--- src/rtl/soc_pwr_seq.sv ---
// ---------------------------------------------------------------------------
// soc_pwr_seq : per-domain PLL program / lock / clock-enable / reset sequencer
// Revision    : 1.0
// ---------------------------------------------------------------------------
`default_nettype none

module soc_pwr_seq #(
   parameter int NUM_DOM      = 3,
   parameter int REF_DIV_BW   = 4,
   parameter int FB_DIV_BW    = 12,
   parameter int DEF_REF_DIV  = 1,
   parameter int DEF_FB_DIV   = 10,
   parameter int LOCK_TIMEOUT = 1024,
   parameter int CLK_RST_DLY  = 16,
   localparam int DW          = (NUM_DOM > 1) ? $clog2(NUM_DOM) : 1
) (
   input  logic                            clk_i,
   input  logic                            rst_i,
   input  logic                            cmd_valid_i,
   output logic                            cmd_ready_o,
   input  logic [DW-1:0]                   cmd_dom_i,
   input  logic                            cmd_up_i,
   input  logic [REF_DIV_BW-1:0]           cmd_ref_div_i,
   input  logic [FB_DIV_BW-1:0]            cmd_fb_div_i,
   output logic [NUM_DOM*REF_DIV_BW-1:0]   pll_ref_div_o,
   output logic [NUM_DOM*FB_DIV_BW-1:0]    pll_fb_div_o,
   input  logic [NUM_DOM-1:0]              pll_locked_i,
   output logic [NUM_DOM-1:0]              clk_en_o,
   output logic [NUM_DOM-1:0]              arst_n_o,
   output logic [NUM_DOM-1:0]              dom_on_o,
   output logic [NUM_DOM-1:0]              lock_lost_o,
   output logic                            busy_o,
   output logic                            done_o,
   output logic                            err_o
);

   localparam int CNT_MAX = (LOCK_TIMEOUT > CLK_RST_DLY) ? LOCK_TIMEOUT : CLK_RST_DLY;
   localparam int CW      = $clog2(CNT_MAX + 1);

   localparam logic [CW-1:0] TO_LAST  = CW'(LOCK_TIMEOUT - 1);
   localparam logic [CW-1:0] DLY_LAST = CW'(CLK_RST_DLY - 1);
   localparam logic [CW-1:0] SETTLE   = CW'(2);

   localparam logic [NUM_DOM*REF_DIV_BW-1:0] REF_RST = {NUM_DOM{REF_DIV_BW'(DEF_REF_DIV)}};
   localparam logic [NUM_DOM*FB_DIV_BW-1:0]  FB_RST  = {NUM_DOM{FB_DIV_BW'(DEF_FB_DIV)}};

   typedef enum logic [2:0] {
      IDLE       = 3'd0,
      PROG       = 3'd1,
      LOCK_WAIT  = 3'd2,
      CLK_EN     = 3'd3,
      RST_REL    = 3'd4,
      RST_ASSERT = 3'd5,
      CLK_DIS    = 3'd6,
      DONE       = 3'd7
   } state_t;

   state_t                          state, state_nx;
   logic [CW-1:0]                   cnt, cnt_nx;
   logic                            err_flag, err_flag_nx;
   logic [NUM_DOM-1:0]              dom_sel, dom_sel_nx;
   logic [NUM_DOM-1:0]              clk_en, clk_en_nx;
   logic [NUM_DOM-1:0]              arst_n, arst_n_nx;
   logic [NUM_DOM-1:0]              dom_on, dom_on_nx;
   logic [NUM_DOM-1:0]              lock_lost, lock_lost_nx;
   logic [NUM_DOM*REF_DIV_BW-1:0]   ref_div, ref_div_nx;
   logic [NUM_DOM*FB_DIV_BW-1:0]    fb_div, fb_div_nx;

   logic [NUM_DOM-1:0]              cmd_hot;
   logic [NUM_DOM-1:0]              mon_mask;
   logic [NUM_DOM-1:0]              lost;
   logic                            dom_valid;
   logic                            dom_is_on;
   logic                            cur_locked;
   logic                            seq_active;

   // One-hot decode of the requested domain; an out-of-range index decodes to zero.
   always_comb begin
      cmd_hot = '0;
      for (int d = 0; d < NUM_DOM; d++) begin
         cmd_hot[d] = (cmd_dom_i == DW'(d));
      end
   end

   assign dom_valid  = |cmd_hot;
   assign dom_is_on  = |(cmd_hot & dom_on);
   assign cur_locked = |(dom_sel & pll_locked_i);
   assign seq_active = (state != IDLE) && (state != DONE);
   assign mon_mask   = seq_active ? ~dom_sel : '1;
   assign lost       = dom_on & ~pll_locked_i & mon_mask;

   always_ff @(posedge clk_i) begin
      if (rst_i) begin
         state     <= IDLE;
         cnt       <= '0;
         err_flag  <= 1'b0;
         dom_sel   <= '0;
         clk_en    <= '0;
         arst_n    <= '0;
         dom_on    <= '0;
         lock_lost <= '0;
         ref_div   <= REF_RST;
         fb_div    <= FB_RST;
      end else begin
         state     <= state_nx;
         cnt       <= cnt_nx;
         err_flag  <= err_flag_nx;
         dom_sel   <= dom_sel_nx;
         clk_en    <= clk_en_nx;
         arst_n    <= arst_n_nx;
         dom_on    <= dom_on_nx;
         lock_lost <= lock_lost_nx;
         ref_div   <= ref_div_nx;
         fb_div    <= fb_div_nx;
      end
   end

   always_comb begin
      state_nx     = state;
      cnt_nx       = cnt;
      err_flag_nx  = err_flag;
      dom_sel_nx   = dom_sel;
      clk_en_nx    = clk_en & ~lost;
      arst_n_nx    = arst_n & ~lost;
      dom_on_nx    = dom_on & ~lost;
      lock_lost_nx = lock_lost | lost;
      ref_div_nx   = ref_div;
      fb_div_nx    = fb_div;

      case (state)
         IDLE: begin
            if (cmd_valid_i) begin
               dom_sel_nx  = cmd_hot;
               cnt_nx      = '0;
               err_flag_nx = 1'b0;
               if (!dom_valid) begin
                  state_nx    = DONE;
                  err_flag_nx = 1'b1;
               end else if (cmd_up_i == dom_is_on) begin
                  state_nx = DONE;
               end else if (cmd_up_i) begin
                  state_nx     = PROG;
                  lock_lost_nx = lock_lost_nx & ~cmd_hot;
                  clk_en_nx    = clk_en_nx & ~cmd_hot;
                  arst_n_nx    = arst_n_nx & ~cmd_hot;
                  for (int d = 0; d < NUM_DOM; d++) begin
                     if (cmd_hot[d]) begin
                        ref_div_nx[d*REF_DIV_BW +: REF_DIV_BW] = cmd_ref_div_i;
                        fb_div_nx[d*FB_DIV_BW +: FB_DIV_BW]    = cmd_fb_div_i;
                     end
                  end
               end else begin
                  state_nx  = RST_ASSERT;
                  arst_n_nx = arst_n_nx & ~cmd_hot;
                  dom_on_nx = dom_on_nx & ~cmd_hot;
               end
            end
         end

         PROG: begin
            state_nx = LOCK_WAIT;
            cnt_nx   = '0;
         end

         // Lock is ignored for the first two cycles while the PLL settles.
         LOCK_WAIT: begin
            if ((cnt >= SETTLE) && cur_locked) begin
               state_nx  = CLK_EN;
               cnt_nx    = '0;
               clk_en_nx = clk_en_nx | dom_sel;
            end else if (cnt == TO_LAST) begin
               state_nx    = DONE;
               err_flag_nx = 1'b1;
            end else begin
               cnt_nx = cnt + 1'b1;
            end
         end

         CLK_EN, RST_REL: begin
            if (!cur_locked) begin
               state_nx     = DONE;
               err_flag_nx  = 1'b1;
               clk_en_nx    = clk_en_nx & ~dom_sel;
               arst_n_nx    = arst_n_nx & ~dom_sel;
               dom_on_nx    = dom_on_nx & ~dom_sel;
               lock_lost_nx = lock_lost_nx | dom_sel;
            end else if (state == RST_REL) begin
               state_nx = DONE;
            end else if (cnt == DLY_LAST) begin
               state_nx  = RST_REL;
               cnt_nx    = '0;
               arst_n_nx = arst_n_nx | dom_sel;
               dom_on_nx = dom_on_nx | dom_sel;
            end else begin
               cnt_nx = cnt + 1'b1;
            end
         end

         RST_ASSERT: begin
            if (cnt == DLY_LAST) begin
               state_nx  = CLK_DIS;
               cnt_nx    = '0;
               clk_en_nx = clk_en_nx & ~dom_sel;
            end else begin
               cnt_nx = cnt + 1'b1;
            end
         end

         CLK_DIS: state_nx = DONE;

         DONE:    state_nx = IDLE;

         default: state_nx = IDLE;
      endcase
   end

   assign cmd_ready_o   = (state == IDLE);
   assign busy_o        = (state != IDLE);
   assign done_o        = (state == DONE);
   assign err_o         = (state == DONE) && err_flag;
   assign clk_en_o      = clk_en;
   assign arst_n_o      = arst_n;
   assign dom_on_o      = dom_on;
   assign lock_lost_o   = lock_lost;
   assign pll_ref_div_o = ref_div;
   assign pll_fb_div_o  = fb_div;

endmodule

`default_nettype wire

--- config.mk ---
export PLATFORM = sky130hd
export DESIGN_NAME = soc_pwr_seq
export DESIGN_NICKNAME = d
export VERILOG_FILES = /design/src/rtl/soc_pwr_seq.sv
export SDC_FILE = /design/constraint.sdc
export NUM_CORES = 1
export LEC_CHECK = 0
export ABC_CLOCK_PERIOD_IN_PS = 6840
export CAP_MARGIN = 20
export CORE_ASPECT_RATIO = 2
export CORE_UTILIZATION = 35
export DETAILED_ROUTE_END_ITERATION = 6
export PLACE_DENSITY_LB_ADDON = 0.12
export SLEW_MARGIN = 20
export SYNTH_ARGS = -nofsm -noshare
export SYNTH_HDL_FRONTEND = slang
export SYNTH_SLANG_ARGS = --single-unit
--- constraint.sdc ---
create_clock -name clk_i -period 6.84 [get_ports clk_i]
set_input_delay 2.052 -clock clk_i [delete_from_list [all_inputs] [get_ports clk_i]]
set_output_delay 2.052 -clock clk_i [all_outputs]
set_load 0.01 [all_outputs]
==> summary.txt <==
Wire length of the first global-routing pass: 18.3 mm
Met1 Track Usage GR: 22.2%
Switching power summed over all nets: 0.496 mW
Max FFs per register: 36
Buffers inserted by post-CTS timing repair: 0
Clock sink total: 78
Share of flip-flops with an asynchronous set or reset after synthesis: 0%
Clock Power Share: 33.2%
Largest net degree at the start of global routing: 49
Number of buffers added by the clock tree synthesis step: 9
DP HPWL: 8.54 mm
Proportion of layout cells with a drive suffix above 1: 5.98%
Slowest cell on the critical path: sky130_fd_sc_hd__clkdlybuf4s50_1
Post-Syn Area per Cell: 7.76 sq um
Starting Density: 35.7%
Sequential cell area fraction in the yosys report: 41.8%
Cell at the root of the clock tree: sky130_fd_sc_hd__clkbuf_16
Vias in the first global route: 3608
Most used flip-flop cell after synthesis: sky130_fd_sc_hd__dfxtp_1
Global-route usage over all layers: 22.1%
Crit path time final: 4.70 ns
Routed WL: 11.6 mm
Total number of vias: 3750
WP buf/inv: 1
Chip width: 75.1 um
CTS tree: yes
Antenna violations before repair: 0
Number of cell rows: 53
P per Cell Area: 282 nW/um^2
GR met2 Demand/Resource: 40.2%
Final number of setup-violating endpoints: 0
Finished Cell Area: 4930 sq um
Worst-path cell chain: clkdlybuf4s50_1 -> mux2i_1 -> nor2_1 -> a21oi_1 -> ha_1 -> nor4bb_1 -> nor3b_1 -> o22ai_1 -> a221oi_1 -> nor3_1
Remaining Overflow, GRT: 0
Final weighted congestion in routability-driven placement: 0.952
Count of cell types in the netlist: 61
F_max: 213 MHz
Tightest slew margin relative to the limit: 46.2%
Global route hottest layer: met2
Worst slew pin tran: 0.805 ns
Worst hold slack: 0.453 ns
Clock latency of the later-clocked register in the worst-skew pair: 0.34 ns
Worst VDD drop: 0.172 mV
Total standard cell area after synthesis: 3740 sq um
Cell area after placement: 4640 sq um
Unrepaired setup endpoints after global routing: no
Clock Pin Slew Worst Setup and Hold Paths: 0.06 ns
Worst clock skew on the final layout: 0.00828 ns
Routed wire per std cell: 16.9 um
Drt first-iter violations: 176
Via density per instance: 5.44
Number of top-level design ports: 89
EDFF count, synth: 0
Post-Synthesis Net Count: 510
Total of hold buffers inserted after clock tree synthesis: 0
TNS Setup: 0 ns
HP Class: flop to flop
Total count of hold-check failures in the final report: 0
Internal Power: 0.895 mW
Maximum fanout count along the critical path: 9
Height of the chip: 148 um
Number of input and output port buffers inserted: 88
Drt drc: 0
Part of the cycle the worst path needs: 68.7%
Max Cap Violations: 0
Leakage power total: 1.66 nW
Placeable Area: 10500 sq um
Area growth from synthesis to final layout: 31.9%
Final slew viol count: 0
Total number of H-tree levels: 3
Startpoint Class: input port
Post-CTS resize count: 0
Number of warnings reported in the yosys synthesis log: 0
Maximum count of clock buffers along a single path: 2
Combinational Power Share: 29.1%
Switching fraction of total power: 35.6%
Global Route met3 Usage: 4.95%
Stage delay of the slowest cell on the critical path: 0.64 ns
Kind of cell adding the most delay to the critical path: simple AND/OR/NAND/NOR gates
Power share of the sequential group: 37.7%
Number of detailed-route iterations in the first pass: 4
Setup CP Type: input port to flop
Antenna Diode Count: 0
Remaining number of nets flagged by the antenna check after routing: 0
Synth Instances: 482
Final nets: 575
Result of the run: complete, no violations
Yosys reg bits: 78
Die area: 11100 sq um
Required time at the endpoint of the critical path: 7.05 ns
Type of element capturing the critical path: flop
Data arrival at the endpoint of the critical path: 4.91 ns
[logic make-up after synthesis]
group | share of synthesized area (%)
AND/OR/NAND/NOR | 27.8
AO/OA/AOI/OAI | 22.0
flip-flops | 41.8
buffers and inverters | 6.02
multiplexers | 1.14
adder cells (fa/ha/maj) | 1.00
XOR/XNOR | 0.234
[layer usage]
layer | wire, um | vias to the layer above
met5 | 0 | -
met4 | 460 | 0
met3 | 535 | 31
met2 | 6420 | 113
met1 | 4210 | 1779
li1 | - | 1827
[power groups by stage]
stage,combinational (mW),sequential [mW],clock [mW]
5_1_grt,0.445,0.529,0.494
6_report,0.405,0.524,0.462
3_3_place_gp,0.399,0.532,0
2_1_floorplan,0.326,0.498,0
4_1_cts,0.404,0.523,0.472
3_5_place_dp,0.401,0.533,0
[worst register-to-register path: stages (launching register included)]
cell and delay [ns]:
sky130_fd_sc_hd__dfxtp_1 0.53, sky130_fd_sc_hd__or3_1 0.64, sky130_fd_sc_hd__inv_1 0.38, sky130_fd_sc_hd__and4_1 0.78
sky130_fd_sc_hd__nor2_1 0.12, sky130_fd_sc_hd__a22oi_1 0.25, sky130_fd_sc_hd__nor3_1 0.08
[cells in the mapped netlist (2+ instances only)]
| library cell | instances | share of area, % |
|---|---|---|
| sky130_fd_sc_hd__buf_1 | 2 | 0.20 |
| sky130_fd_sc_hd__a31o_2 | 2 | 0.47 |
| sky130_fd_sc_hd__nand4_1 | 3 | 0.50 |
| sky130_fd_sc_hd__a211oi_1 | 6 | 1.2 |
| sky130_fd_sc_hd__nand3b_1 | 13 | 2.6 |
| sky130_fd_sc_hd__buf_2 | 9 | 1.2 |
| sky130_fd_sc_hd__a22oi_1 | 4 | 0.80 |
| sky130_fd_sc_hd__a32oi_1 | 5 | 1.2 |
| sky130_fd_sc_hd__nand2_1 | 123 | 12 |
| sky130_fd_sc_hd__buf_6 | 2 | 0.60 |
| sky130_fd_sc_hd__a221o_1 | 2 | 0.54 |
| sky130_fd_sc_hd__o211ai_1 | 3 | 0.60 |
| sky130_fd_sc_hd__nand2b_1 | 5 | 0.84 |
| sky130_fd_sc_hd__a2bb2oi_1 | 2 | 0.47 |
| sky130_fd_sc_hd__nor3_1 | 13 | 1.7 |
| sky130_fd_sc_hd__nand3_1 | 17 | 2.3 |
| sky130_fd_sc_hd__and3_1 | 5 | 0.84 |
| sky130_fd_sc_hd__o32ai_1 | 5 | 1.2 |
| sky130_fd_sc_hd__inv_1 | 15 | 1.5 |
| sky130_fd_sc_hd__mux2i_1 | 2 | 0.54 |
| sky130_fd_sc_hd__o22ai_1 | 3 | 0.50 |
| sky130_fd_sc_hd__or3_1 | 7 | 1.2 |
| sky130_fd_sc_hd__ha_1 | 3 | 1.0 |
| sky130_fd_sc_hd__mux2_2 | 2 | 0.60 |
| sky130_fd_sc_hd__clkbuf_1 | 22 | 2.2 |
| sky130_fd_sc_hd__nor2_1 | 13 | 1.3 |
| sky130_fd_sc_hd__nor3b_1 | 3 | 0.60 |
| sky130_fd_sc_hd__nor2b_1 | 8 | 1.3 |
| sky130_fd_sc_hd__a21o_1 | 2 | 0.40 |
| sky130_fd_sc_hd__o21ai_0 | 4 | 0.54 |
| sky130_fd_sc_hd__or2_2 | 2 | 0.33 |
| sky130_fd_sc_hd__a31oi_1 | 4 | 0.67 |
| sky130_fd_sc_hd__o2111ai_1 | 2 | 0.47 |
| sky130_fd_sc_hd__nor4_1 | 2 | 0.33 |
| sky130_fd_sc_hd__a21oi_1 | 63 | 8.4 |
| sky130_fd_sc_hd__dfxtp_1 | 78 | 42 |
| sky130_fd_sc_hd__a22o_1 | 2 | 0.47 |
[path summary, 6_finish.rpt]
kind / startpoint / end / slack, ns / depth (start not counted)
setup / recovery: cmd_dom_i[0] / clk_en_o[2] / 2.14 / 10
hold / removal: pll_fb_div_o[10] / pll_fb_div_o[10] / 0.45 / 2
setup reg to reg: state[0] / clk_en_o[1] / 3.94 / 6
hold reg to reg: pll_fb_div_o[10] / pll_fb_div_o[10] / 0.45 / 2
[placed cells by master, fill, tap and decap left out, types with 5 or more instances in the layout]
master,count
sky130_fd_sc_hd__clkdlybuf4s50_1,87
sky130_fd_sc_hd__nor2_1,13
sky130_fd_sc_hd__clkbuf_16,9
sky130_fd_sc_hd__nor3_1,13
sky130_fd_sc_hd__o32ai_1,5
sky130_fd_sc_hd__nand3_1,17
sky130_fd_sc_hd__nand3b_1,13
sky130_fd_sc_hd__a211oi_1,6
sky130_fd_sc_hd__a32oi_1,5
sky130_fd_sc_hd__or3_1,7
sky130_fd_sc_hd__inv_1,15
sky130_fd_sc_hd__dfxtp_1,78
sky130_fd_sc_hd__a21oi_1,63
sky130_fd_sc_hd__and3_1,5
sky130_fd_sc_hd__nand2b_1,5
sky130_fd_sc_hd__nand2_1,123
sky130_fd_sc_hd__nor2b_1,8
[stage by stage]
step                std cells  total power [mW]  worst slack (ns)  utilization (%)
finish                    689              1.39              2.14             47.1
global route              689              1.47              1.88             47.1
CTS                       689              1.40              1.91             47.0
detailed placement        673             0.933              1.57             44.2
global placement          673             0.931              1.72             44.2
floorplan                 482             0.823              2.57                -
[layout make-up]
cell class / instances / area [sq um]
Clock inverter: 6 / 51.3
Tap cell: 137 / 171
Sequential cell: 78 / 1560
Inverter: 16 / 60.1
Timing Repair Buffer: 90 / 891
Clock buffer: 10 / 239
Multi-Input combinational cell: 352 / 1960
Fill cell: 1111 / 5550
Note: power is estimated with default switching activity, not from simulation.
